===== config.mk =====
export PLATFORM = sky130hd
export DESIGN_NAME = conv_decoder_par
export DESIGN_NICKNAME = d
export VERILOG_FILES = /design/src/rtl/conv_decoder_par.sv
export SDC_FILE = /design/constraint.sdc
export NUM_CORES = 1
export LEC_CHECK = 0
export CAP_MARGIN = 20
export CORE_MARGIN = 2
export CORE_UTILIZATION = 42
export DETAILED_ROUTE_END_ITERATION = 8
export PLACE_DENSITY = 0.71
export SLEW_MARGIN = 25
export SYNTH_ARGS = -nofsm -noshare
export SYNTH_HDL_FRONTEND = slang
export SYNTH_SLANG_ARGS = --single-unit

===== constraint.sdc =====
create_clock -name clk -period 5.1 [get_ports clk]
set_input_delay 1.02 -clock clk [delete_from_list [all_inputs] [get_ports clk]]
set_output_delay 1.02 -clock clk [all_outputs]
set_load 0.01 [all_outputs]

===== src/rtl/conv_decoder_par.sv =====
// Byte-parallel feed-forward decoder for the rate-1/3 K=7 tail-biting convolutional code (G0=133, G1=171, G2=165).
// Define CONV_DEC_CHECK_EN to build the G1/G2 parity checker and err_count accumulator.
module conv_decoder_par (
  input  logic        clk,
  input  logic        reset,
  input  logic        start,
  input  logic        code_block_length,
  input  logic [5:0]  init_state,
  input  logic [7:0]  q0,
  input  logic [7:0]  q1,
  input  logic [7:0]  q2,
  input  logic        empty0,
  input  logic        empty1,
  input  logic        empty2,
  output logic        rdreq,
  input  logic        out_afull,
  output logic [7:0]  dec_byte,
  output logic        dec_valid,
  output logic        busy,
  output logic        done,
  output logic [13:0] err_count,
  output logic        tail_mismatch
);

  typedef enum logic [1:0] {S_IDLE, S_RUN, S_DRAIN, S_DONE} fsm_t;

  localparam logic [14:0] ERR_MAX = 15'd12288;

  fsm_t        fsm_q, fsm_d;
  logic        len_q, len_d;
  logic [5:0]  init_q, init_d;
  logic [5:0]  sr_q, sr_d;
  logic [9:0]  byte_cnt_q, byte_cnt_d;
  logic        rd_q, rd_d;
  logic [7:0]  dec_byte_q, dec_byte_d;
  logic        dec_valid_q, dec_valid_d;
  logic        busy_q, busy_d;
  logic        done_q, done_d;
  logic [13:0] err_count_q, err_count_d;
  logic        tail_q, tail_d;

  logic [9:0]  block_len;
  logic [5:0]  sr_next;
  logic [7:0]  dec_bits;
  logic [4:0]  err_inc;
  logic [14:0] err_sum;
  logic        c_bit;

  assign block_len = len_q ? 10'd768 : 10'd132;
  assign rdreq = (fsm_q == S_RUN) && !empty0 && !empty1 && !empty2 && !out_afull
                 && (byte_cnt_q < block_len);

`ifndef CONV_DEC_CHECK_EN
  logic unused_q12;
  assign unused_q12 = ^{q1, q2};
`endif

  // Unrolled 8-bit decode of the byte returned by the FIFOs; sr[0] is the newest bit.
  always_comb begin
    sr_next  = sr_q;
    dec_bits = 8'd0;
    err_inc  = 5'd0;
    c_bit    = 1'b0;
    for (int k = 0; k < 8; k++) begin
      c_bit = q0[k] ^ sr_next[1] ^ sr_next[2] ^ sr_next[4] ^ sr_next[5];
      dec_bits[7-k] = c_bit;
`ifdef CONV_DEC_CHECK_EN
      err_inc = err_inc
              + {4'd0, q1[k] ^ c_bit ^ sr_next[0] ^ sr_next[1] ^ sr_next[2] ^ sr_next[5]}
              + {4'd0, q2[k] ^ c_bit ^ sr_next[0] ^ sr_next[1] ^ sr_next[3] ^ sr_next[5]};
`endif
      sr_next = {sr_next[4:0], c_bit};
    end
  end

  assign err_sum = {1'b0, err_count_q} + {10'd0, err_inc};

  always_comb begin
    fsm_d       = fsm_q;
    len_d       = len_q;
    init_d      = init_q;
    sr_d        = sr_q;
    byte_cnt_d  = byte_cnt_q + {9'd0, rdreq};
    rd_d        = rdreq;
    dec_valid_d = rd_q;
    dec_byte_d  = rd_q ? dec_bits : dec_byte_q;
    done_d      = 1'b0;
    err_count_d = err_count_q;
    tail_d      = tail_q;

    if (rd_q) begin
      sr_d        = sr_next;
      err_count_d = (err_sum > ERR_MAX) ? ERR_MAX[13:0] : err_sum[13:0];
    end

    case (fsm_q)
      S_IDLE: begin
        if (start) begin
          fsm_d       = S_RUN;
          len_d       = code_block_length;
          init_d      = init_state;
          sr_d        = init_state;
          byte_cnt_d  = 10'd0;
          err_count_d = 14'd0;
          tail_d      = 1'b0;
        end
      end
      S_RUN: begin
        if (byte_cnt_d == block_len) fsm_d = S_DRAIN;
      end
      S_DRAIN: begin
        // Last byte has been folded into sr_q once nothing is left in flight.
        if (!rd_q) begin
          fsm_d  = S_DONE;
          done_d = 1'b1;
          tail_d = (sr_q != init_q);
        end
      end
      default: fsm_d = S_IDLE;
    endcase

    busy_d = (fsm_d != S_IDLE);
  end

  always_ff @(posedge clk) begin
    if (reset) begin
      fsm_q       <= S_IDLE;
      len_q       <= 1'b0;
      init_q      <= 6'd0;
      sr_q        <= 6'd0;
      byte_cnt_q  <= 10'd0;
      rd_q        <= 1'b0;
      dec_byte_q  <= 8'd0;
      dec_valid_q <= 1'b0;
      busy_q      <= 1'b0;
      done_q      <= 1'b0;
      err_count_q <= 14'd0;
      tail_q      <= 1'b0;
    end else begin
      fsm_q       <= fsm_d;
      len_q       <= len_d;
      init_q      <= init_d;
      sr_q        <= sr_d;
      byte_cnt_q  <= byte_cnt_d;
      rd_q        <= rd_d;
      dec_byte_q  <= dec_byte_d;
      dec_valid_q <= dec_valid_d;
      busy_q      <= busy_d;
      done_q      <= done_d;
      err_count_q <= err_count_d;
      tail_q      <= tail_d;
    end
  end

  assign dec_byte      = dec_byte_q;
  assign dec_valid     = dec_valid_q;
  assign busy          = busy_q;
  assign done          = done_q;
  assign err_count     = err_count_q;
  assign tail_mismatch = tail_q;

endmodule

### Yosys cells after proc, flatten, opt, wreduce, memory -nomap -nowiden

Index checks and enable logic that the tools add are counted.

| word-level totals | value |
|---|---|
| bits in registers | 52 |
| input bits | 38 |
| output and inout port bits | 27 |
| logic and storage cells | 87 |

| cells by class | value |
|---|---|
| $add $sub $neg | 1 |
| order comparisons | 2 |
| eq/ne operators | 6 |
| mux-type cells | 18 |
| bitwise gates (word level) | 33 |
| reduce and logical (&&, ||, !) cells | 15 |

Operators by type and width:

| kind | number |
|---|---|
| 14-bit 2-to-1 mux | 4 |
| 1-bit XOR | 32 |
| 10-bit 2-to-1 mux | 3 |
| 6-bit 2-to-1 mux | 3 |
| 14-bit greater-than comparator, second input constant | 1 |
| 10-bit by 1-bit adder with 10-bit output | 1 |
| 10-bit == test | 1 |
| 10-bit less-than comparator | 1 |
| 2-bit 2-to-1 mux | 3 |
| 6-bit inequality test | 1 |
| 2-bit one-hot mux with 3 select lines | 1 |
| 1-bit logical AND | 5 |
| 1-bit zero test | 4 |
| 2-bit inequality test, second input constant | 2 |
| 2-bit nonzero test | 2 |
| 1-bit 2-to-1 mux | 3 |
| 3-bit AND reduction | 1 |
| 2-bit by 1-bit == test with 1-bit output, second input constant | 1 |
| 2-bit == test, second input constant | 1 |
| 2-bit zero test | 1 |
| 1-bit one-hot mux with 2 select lines | 1 |
| 2-bit AND reduction | 1 |
| 2-bit OR reduction | 1 |
| 1-bit inverter | 1 |

### Longest topological paths before layout

Gate-level depths: netlist of run 1.

| depth | value |
|---|---|
| word-level depth | 19 |
| mapped depth | 12 |
| mapped depth without buffers | 12 |

### Worst setup path after synthesis of run 1

Ideal clock, no wire load.

| timing | value |
|---|---|
| path type | register to register |
| from | reg len_q |
| to | reg fsm_q[0] |
| setup time | 0.120 ns |
| arrival time | 3.098 ns |
| required time | 4.980 ns |
| path slack | 1.882 ns |
| stages on the path, launching flop included | 13 |
| buffers on the path | 0 |
| period minus slack after synthesis | 3.218 ns |
| cells stage by stage | dfxtp_1 or4_1 o31a_1 o21a_1 o21ai_0 and3_1 ha_1 ha_1 nand3_1 xor2_1 nand4_1 or4_1 o31a_1 |

| between the ends | value |
|---|---|
| word-level cells in the longest chain between the ends | 7 |

Ends and longest elaborated chain:

| item | RTL line | source |
|---|---|---|
| start, declared | 30 | `logic len_q, len_d;` |
| start signal, assigned | 141 | `len_q <= len_d;` |
| 10-bit 2-to-1 mux | 49 | `assign block_len = len_q ? 10'd768 : 10'd132;` |
| 10-bit less-than comparator | 51 | `&& (byte_cnt_q < block_len);` |
| 1-bit logical AND | 51 |  |
| net rdreq | 15 | `output logic rdreq,` |
| 10-bit by 1-bit adder with 10-bit output | 83 | `byte_cnt_d = byte_cnt_q + {9'd0, rdreq};` |
| 10-bit == test | 109 | `if (byte_cnt_d == block_len) fsm_d = S_DRAIN;` |
| 2-bit 2-to-1 mux | 109 |  |
| 2-bit one-hot mux with 3 select lines | 96 | `case (fsm_q)` |
| end signal, assigned | 140 | `fsm_q <= fsm_d;` |
| end, declared | 29 | `fsm_t fsm_q, fsm_d;` |

The timed path passes the listed nets, and every way through them passes these cells.
A chain may end at the register's enable or synchronous reset.

### Worst setup path in the final report of run 1

| timing | value |
|---|---|
| from | reg len_q |
| to | out rdreq |

| between the ends | value |
|---|---|
| word-level cells in the longest chain between the ends | 3 |

Ends and longest elaborated chain:

| item | RTL line |
|---|---|
| 10-bit 2-to-1 mux | 49 |
| 10-bit less-than comparator | 51 |
| 1-bit logical AND | 51 |
| end, declared | 15 |

Every way passes these cells.

==> results of run 1 <==
sequential cells by signal, summed over array words and instances (netlist names), 2 cells and up:
| register | flops |
|---|---|
| byte_cnt_q | 10 |
| init_q | 6 |
| dec_byte | 8 |
| sr_q | 6 |
| err_count | 14 |
| fsm_q | 2 |
layout by cell type, fill, tap and decap left out, drive strengths merged, types with 5 or more instances in the layout:
master,n
dfxtp,52
clkdlybuf4s50,48
nand2,31
a21oi,26
xnor2,20
nor2,16
and2,16
o21ai,10
nand3,9
xor2,8
inv,6
nor4,5
ha,5
clkbuf,5
xnor3,5
report_power, final:
group	internal (mW)	switching, mW	total, mW
Sequential	0.415	0.0121	0.427
Clock	0.100	0.145	0.245
Combinational	0.100	0.0688	0.169
per-layer routing:
metal,global-route usage,part of all wire,wire [um]
met5,0,0,0
met4,0.0492,0.017,88
met3,0.0539,0.066,335
met2,0.264,0.44,2240
met1,0.211,0.47,2380
critical path, delay by kind of cell (launching register included):
family          cells  cell delay, ps
simple gates        2             770
compound gates      3             590
buf+inv             1             550
flops               1             390
how the worst max path moves through the flow:
stage	cells past startpoint	slack (ps)	to	from
floorplan	12	1880	fsm_q[0]	len_q
global placement	9	1470	fsm_q[0]	empty0
detailed placement	10	1460	fsm_q[0]	empty0
CTS	6	1460	rdreq	len_q
global route	11	1300	fsm_q[0]	len_q
finish	6	1480	rdreq	len_q
kinds of logic (layout without fill, tap and decap cells):
| family | after synthesis | after routing | share of synthesized area |
|---|---|---|---|
| adder cells (fa/ha/maj) | 5 | 5 | 0.0256 |
| AND/OR/NAND/NOR | 95 | 95 | 0.193 |
| AO/OA/AOI/OAI | 48 | 48 | 0.115 |
| buffers and inverters | 16 | 62 | 0.0282 |
| flip-flops | 52 | 52 | 0.426 |
| XOR/XNOR | 37 | 37 | 0.200 |
| multiplexers | 3 | 3 | 0.0123 |
cell type report:
cell class | instances | area [um2]
fill | 512 | 2510
multi-input combinational | 188 | 1330
sequential | 52 | 1040
timing repair buffer | 49 | 488
tap | 72 | 90.1
clock buffer | 5 | 68.8
clock inverter | 3 | 26.3
inverter | 5 | 18.8
stage by stage:
step                      setup slack (ps)  cells  power [mW]  utilization
after floorplan                       1880    256       0.566            -
after global placement                1470    366       0.605        0.533
after detailed placement              1460    366       0.608        0.533
after CTS                             1460    374       0.851        0.550
after global routing                  1300    374       0.890        0.550
final                                 1480    374       0.841        0.550
==> out/qor.yml, run 1 <==
sta:
  whs_ps: 465
  rsz0062_at_grt: "false"
  finalCritPeriodShare: 0.711
  worst_pin_slew_ps: 592
  setup_viol: 0
  slew_viol_final: 0
  period_minus_slack_ps: 3620
  skew_ps: 5.40
  finalSetupTns_ps: 0
  maxSlewHeadroom: 0.604
  fmax_mhz: 276
  hold_viol_final: 0
worst_setup_path:
  startpoint_type: "register"
  crit_type: "register to output pin"
  worstPathArrival_ps: 2600
  r2r_cells: 12
  endpoint_kind: "output pin"
  r2r_start: "len_q"
  rrSetupSlack_ps: 1570
  r2r-end: "fsm_q[0]"
  cp_cell_sequence: "or4_1 -> o31a_1 -> o21a_1 -> o21ai_0 -> and3_1 -> clkdlybuf4s50_1"
  cp_max_fo: 6
  crit_slowest_cell: "clkdlybuf4s50_1"
  worstPathRequired_ps: 4080
  cpPeakStageDelay_ps: 550
floorplan:
  die_x_um: 80.3
  fp-row-count: 27
  die_area_um2: 6440
  initial_core_util: 0.438
  core_um2: 5570
  die_h_um: 80.3
  ios: 65
synth:
  seq_area_frac_synth: 0.426
  syn_inst: 256
  yosysMostFrequentCell: "dfxtp_1"
  yosysWarnings: 0
  synth_edf_count: 0
  yosys-top-cells-count: "dfxtp_1 (52), nand2_1 (31), a21oi_1 (26)"
  synth-async-reset-ratio: 0
  synth-seq-cells: 52
  ys.flop_type: "dfxtp_1"
  yosys.area.top_type_share: 0.426
  synth_fp_nets: 299
  synthTopCellsByArea: "dfxtp_1 (43%), xnor2_1 (6.5%), a21oi_1 (5.3%)"
  synth.cell_area_um2: 2440
  synth.largest_area_cell: "dfxtp_1"
  synth_cell_type_count: 38
  syn_area_per_cell_um2: 9.55
clock_tree:
  htree_levels: 2
  cts_tree: "built"
  clk_pin_slew_ps: 100
  cts_resized: 0
  cts_hold_buf: 0
  cts_setup_buffers: 0
  clock-sinks: 52
  clockBufferDepth: 2
  cts_made_buffers: 5
  cts_root_buf: "clkbuf_8"
  clk_latency_ps: 310
finish:
  area_delta_synth_final_pct: 25.5
  nNetsFinal: 344
  num_antenna_cells: 0
  layout.cell_area.non_filler_um2: 3070
  drive_gt1_frac: 0.0563
power_and_ir_drop:
  ir_worst_vdd_v: 0.000186
  powerDensity_nw_per_um2: 274
  leakagePower_nw: 1.19
global_routing:
  grt_first_pass_wirelength_um: 8200
  antenna_found_initial: 0
  grt-ovfl-total: 0
  grt_pass1_vias: 1791
  grt_usage: 0.165
  grt_max_degree: 26
placement:
  gp_congestion: 0.778
  dpl_cell_area_um2: 2970
  dp_hpwl_um: 3690
  io_buffers: 48
run:
  maxCapViolCount: 0
routing:
  vias: 1930
  drt_wl_total_um: 5040
  drtPass1Iterations: 4
  ant_nets: 0
  drtIter0Drc: 78
  wl_per_cell_um: 13.5
  drc: 0
  via_per_inst: 5.16
min_path:
  hp-class: "register to register"
  min_to: "dec_byte[0]"
  worstHoldPathCells: 2
  worstHoldStart: "dec_byte[0]"
status:
  status: "complete, no violations"
Power figures use the tool's default switching activity.
==> run 2, diff against run 1 <==
==> constraint.sdc (replaced) <==
create_clock -name clk -period 3.6 [get_ports clk]
set_input_delay 0.72 -clock clk [delete_from_list [all_inputs] [get_ports clk]]
set_output_delay 0.72 -clock clk [all_outputs]
set_load 0.01 [all_outputs]
==> run 2 against run 1 <==
Against the previous run:
- flip-flop and latch count unchanged
- sequential share of layout area shrank 0.42 points
- global-route usage is 0.57 points higher
- sequential power rose by 42%
- clock skew shrank 1.9 ps
- critical path depth grew 6
- count of clock-buffer cells in the layout unchanged
- register-to-register slack got worse by 1300 ps
- combinational power is 45% higher
- setup slack lost 1300 ps
- worst hold slack improved by 8.7 ps
- critical endpoint is now fsm_q[0]
- highest routed layer unchanged
==> out/qor.yml, run 2 (same netlist as run 1, synthesis figures left out) <==
sta:
  fmax_mhz: 296
  hold_viol_final: 0  # unchanged
  rsz0062_at_grt: "false"
  maxSlewHeadroom: 0.662  # +0.0583
  period_minus_slack_ps: 3380
  whs_ps: 474  # +8.73 ps
  skew_ps: 3.55  # -1.86 ps
  finalSetupTns_ps: 0  # unchanged
  setup_viol: 0  # unchanged
  slew_viol_final: 0  # unchanged
  worst_pin_slew_ps: 506  # -85.9 ps
  finalCritPeriodShare: 0.939
placement:
  dp_hpwl_um: 3860  # +4.9%
  dpl.cell_count: 370  # +1.1%
  gp_congestion: 0.794  # +2.0%
  dpl_cell_area_um2: 3000  # +1.0%
  io_buffers: 48  # unchanged
global_routing:
  antenna_found_initial: 0  # unchanged
  grt_first_pass_wirelength_um: 8420  # +2.6%
  grt_pass1_vias: 1829  # +2.1%
  grt_usage: 0.170  # +0.00566
  grt_max_degree: 25  # -3.8%
  grt-ovfl-total: 0  # unchanged
status:
  status: "complete, no violations"
routing:
  wl_per_cell_um: 13.7  # +1.6%
  drtIter0Drc: 82  # +5.1%
  drt_wl_total_um: 5180  # +2.7%
  ant_nets: 0  # unchanged
  drc: 0  # unchanged
  drtPass1Iterations: 4  # unchanged
  vias: 1922  # -0.41%
  via_per_inst: 5.08  # -1.5%
clock_tree:
  cts_root_buf: "clkbuf_8"
  cts_tree: "built"
  clock-sinks: 52  # unchanged
  htree_levels: 2  # unchanged
  cts_setup_buffers: 0  # unchanged
  clk_pin_slew_ps: 100  # about the same
  cts_made_buffers: 5  # unchanged
  clockBufferDepth: 2  # unchanged
  clk_latency_ps: 310  # about the same
worst_setup_path:
  cp_max_fo: 4  # -2
  startpoint_type: "register"
  crit_type: "register to register"
  worstPathRequired_ps: 3810  # -270 ps
  worstPathArrival_ps: 3590  # +990 ps
  endpoint_kind: "register"
finish:
  final_common_cell: "dfxtp_1"
  final_cells: 378  # +1.1%
  num_antenna_cells: 0  # unchanged
  area_delta_synth_final_pct: 27.1
  fill_cells: 508  # -0.78%
  multi_input_area_um2: 1340  # +0.66%
  final_cell_mix: "dfxtp_1 (52), clkdlybuf4s50_1 (48), nand2_1 (31)"
  seqCellArea_um2: 1040  # unchanged
  drive_gt1_frac: 0.0752  # +0.0189
  largest_reg_flops: 14  # unchanged
  nNetsFinal: 348  # +1.2%
  layout.cell_area.non_filler_um2: 3110  # +1.3%
floorplan:
  initial_core_util: 0.438  # unchanged
  die_area_um2: 6440  # unchanged
  die_h_um: 80.3  # unchanged
  fp-row-count: 27  # unchanged
  die_x_um: 80.3  # unchanged
  ios: 65  # unchanged
  core_um2: 5570  # unchanged
power_and_ir_drop:
  leakagePower_nw: 1.21  # +1.5%
  report.power.total_mw: 1.20  # +43%
  powerDensity_nw_per_um2: 387  # +41%
  ir_worst_vdd_v: 0.000249  # +34%
min_path:
  hp-class: "register to register"
run:
  maxCapViolCount: 0  # unchanged
-- run 2: path summary, 6_finish.rpt --
kind	start	end	slack, ps	depth (start not counted)
max	len_q	fsm_q[0]	220	12
min	dec_byte[1]	dec_byte[1]	470	2
max reg2reg	len_q	fsm_q[0]	220	12
min reg2reg	dec_byte[1]	dec_byte[1]	470	2
-- run 2: worst max-delay path, cell delays in order, from the launching register on --
cell and delay, ps:
dfxtp_1 340, or4_1 520, o31a_1 250, o21a_1 160
o21ai_0 190, and3_1 240, ha_2 220, ha_1 190
nand3_1 100, xor2_1 200, nand4_1 120, or4_1 470
o31a_1 290
-- run 2: layer usage --
layer	part of all wire	wire length, um	up-vias	track usage
li1	-	-	987	-
met4	0.0039	20	0	0.0356
met1	0.47	2410	871	0.223
met2	0.45	2350	62	0.272
met5	0	0	-	0
met3	0.076	391	2	0.0607
-- run 2: layout make-up --
cell class,instances,area share
multi-input combinational,188,0.432
sequential,52,0.335
timing repair buffer,53,0.167
clock buffer,5,0.0222
tap,72,0.0290
clock inverter,3,0.00846
inverter,5,0.00604
-- run 2: metrics by stage --
stage,worst slack (ps),util
2_1_floorplan,382,-
3_5_place_dp,181,0.538
5_1_grt,16.7,0.557
4_1_cts,145,0.556
3_3_place_gp,169,0.538
6_report,220,0.557
-- run 2: what timing repair did --
| item | CTS | global route |
|---|---|---|
| hold buffers | 0 | 0 |
| resized for setup | 0 | 3 |
| setup endpoints to repair | 0 | 2 |
-- run 2: power by group --
part / internal, mW / switching [mW]
combinational: 0.144 / 0.101
sequential: 0.588 / 0.0169
clock: 0.143 / 0.207
total: 0.875 / 0.326
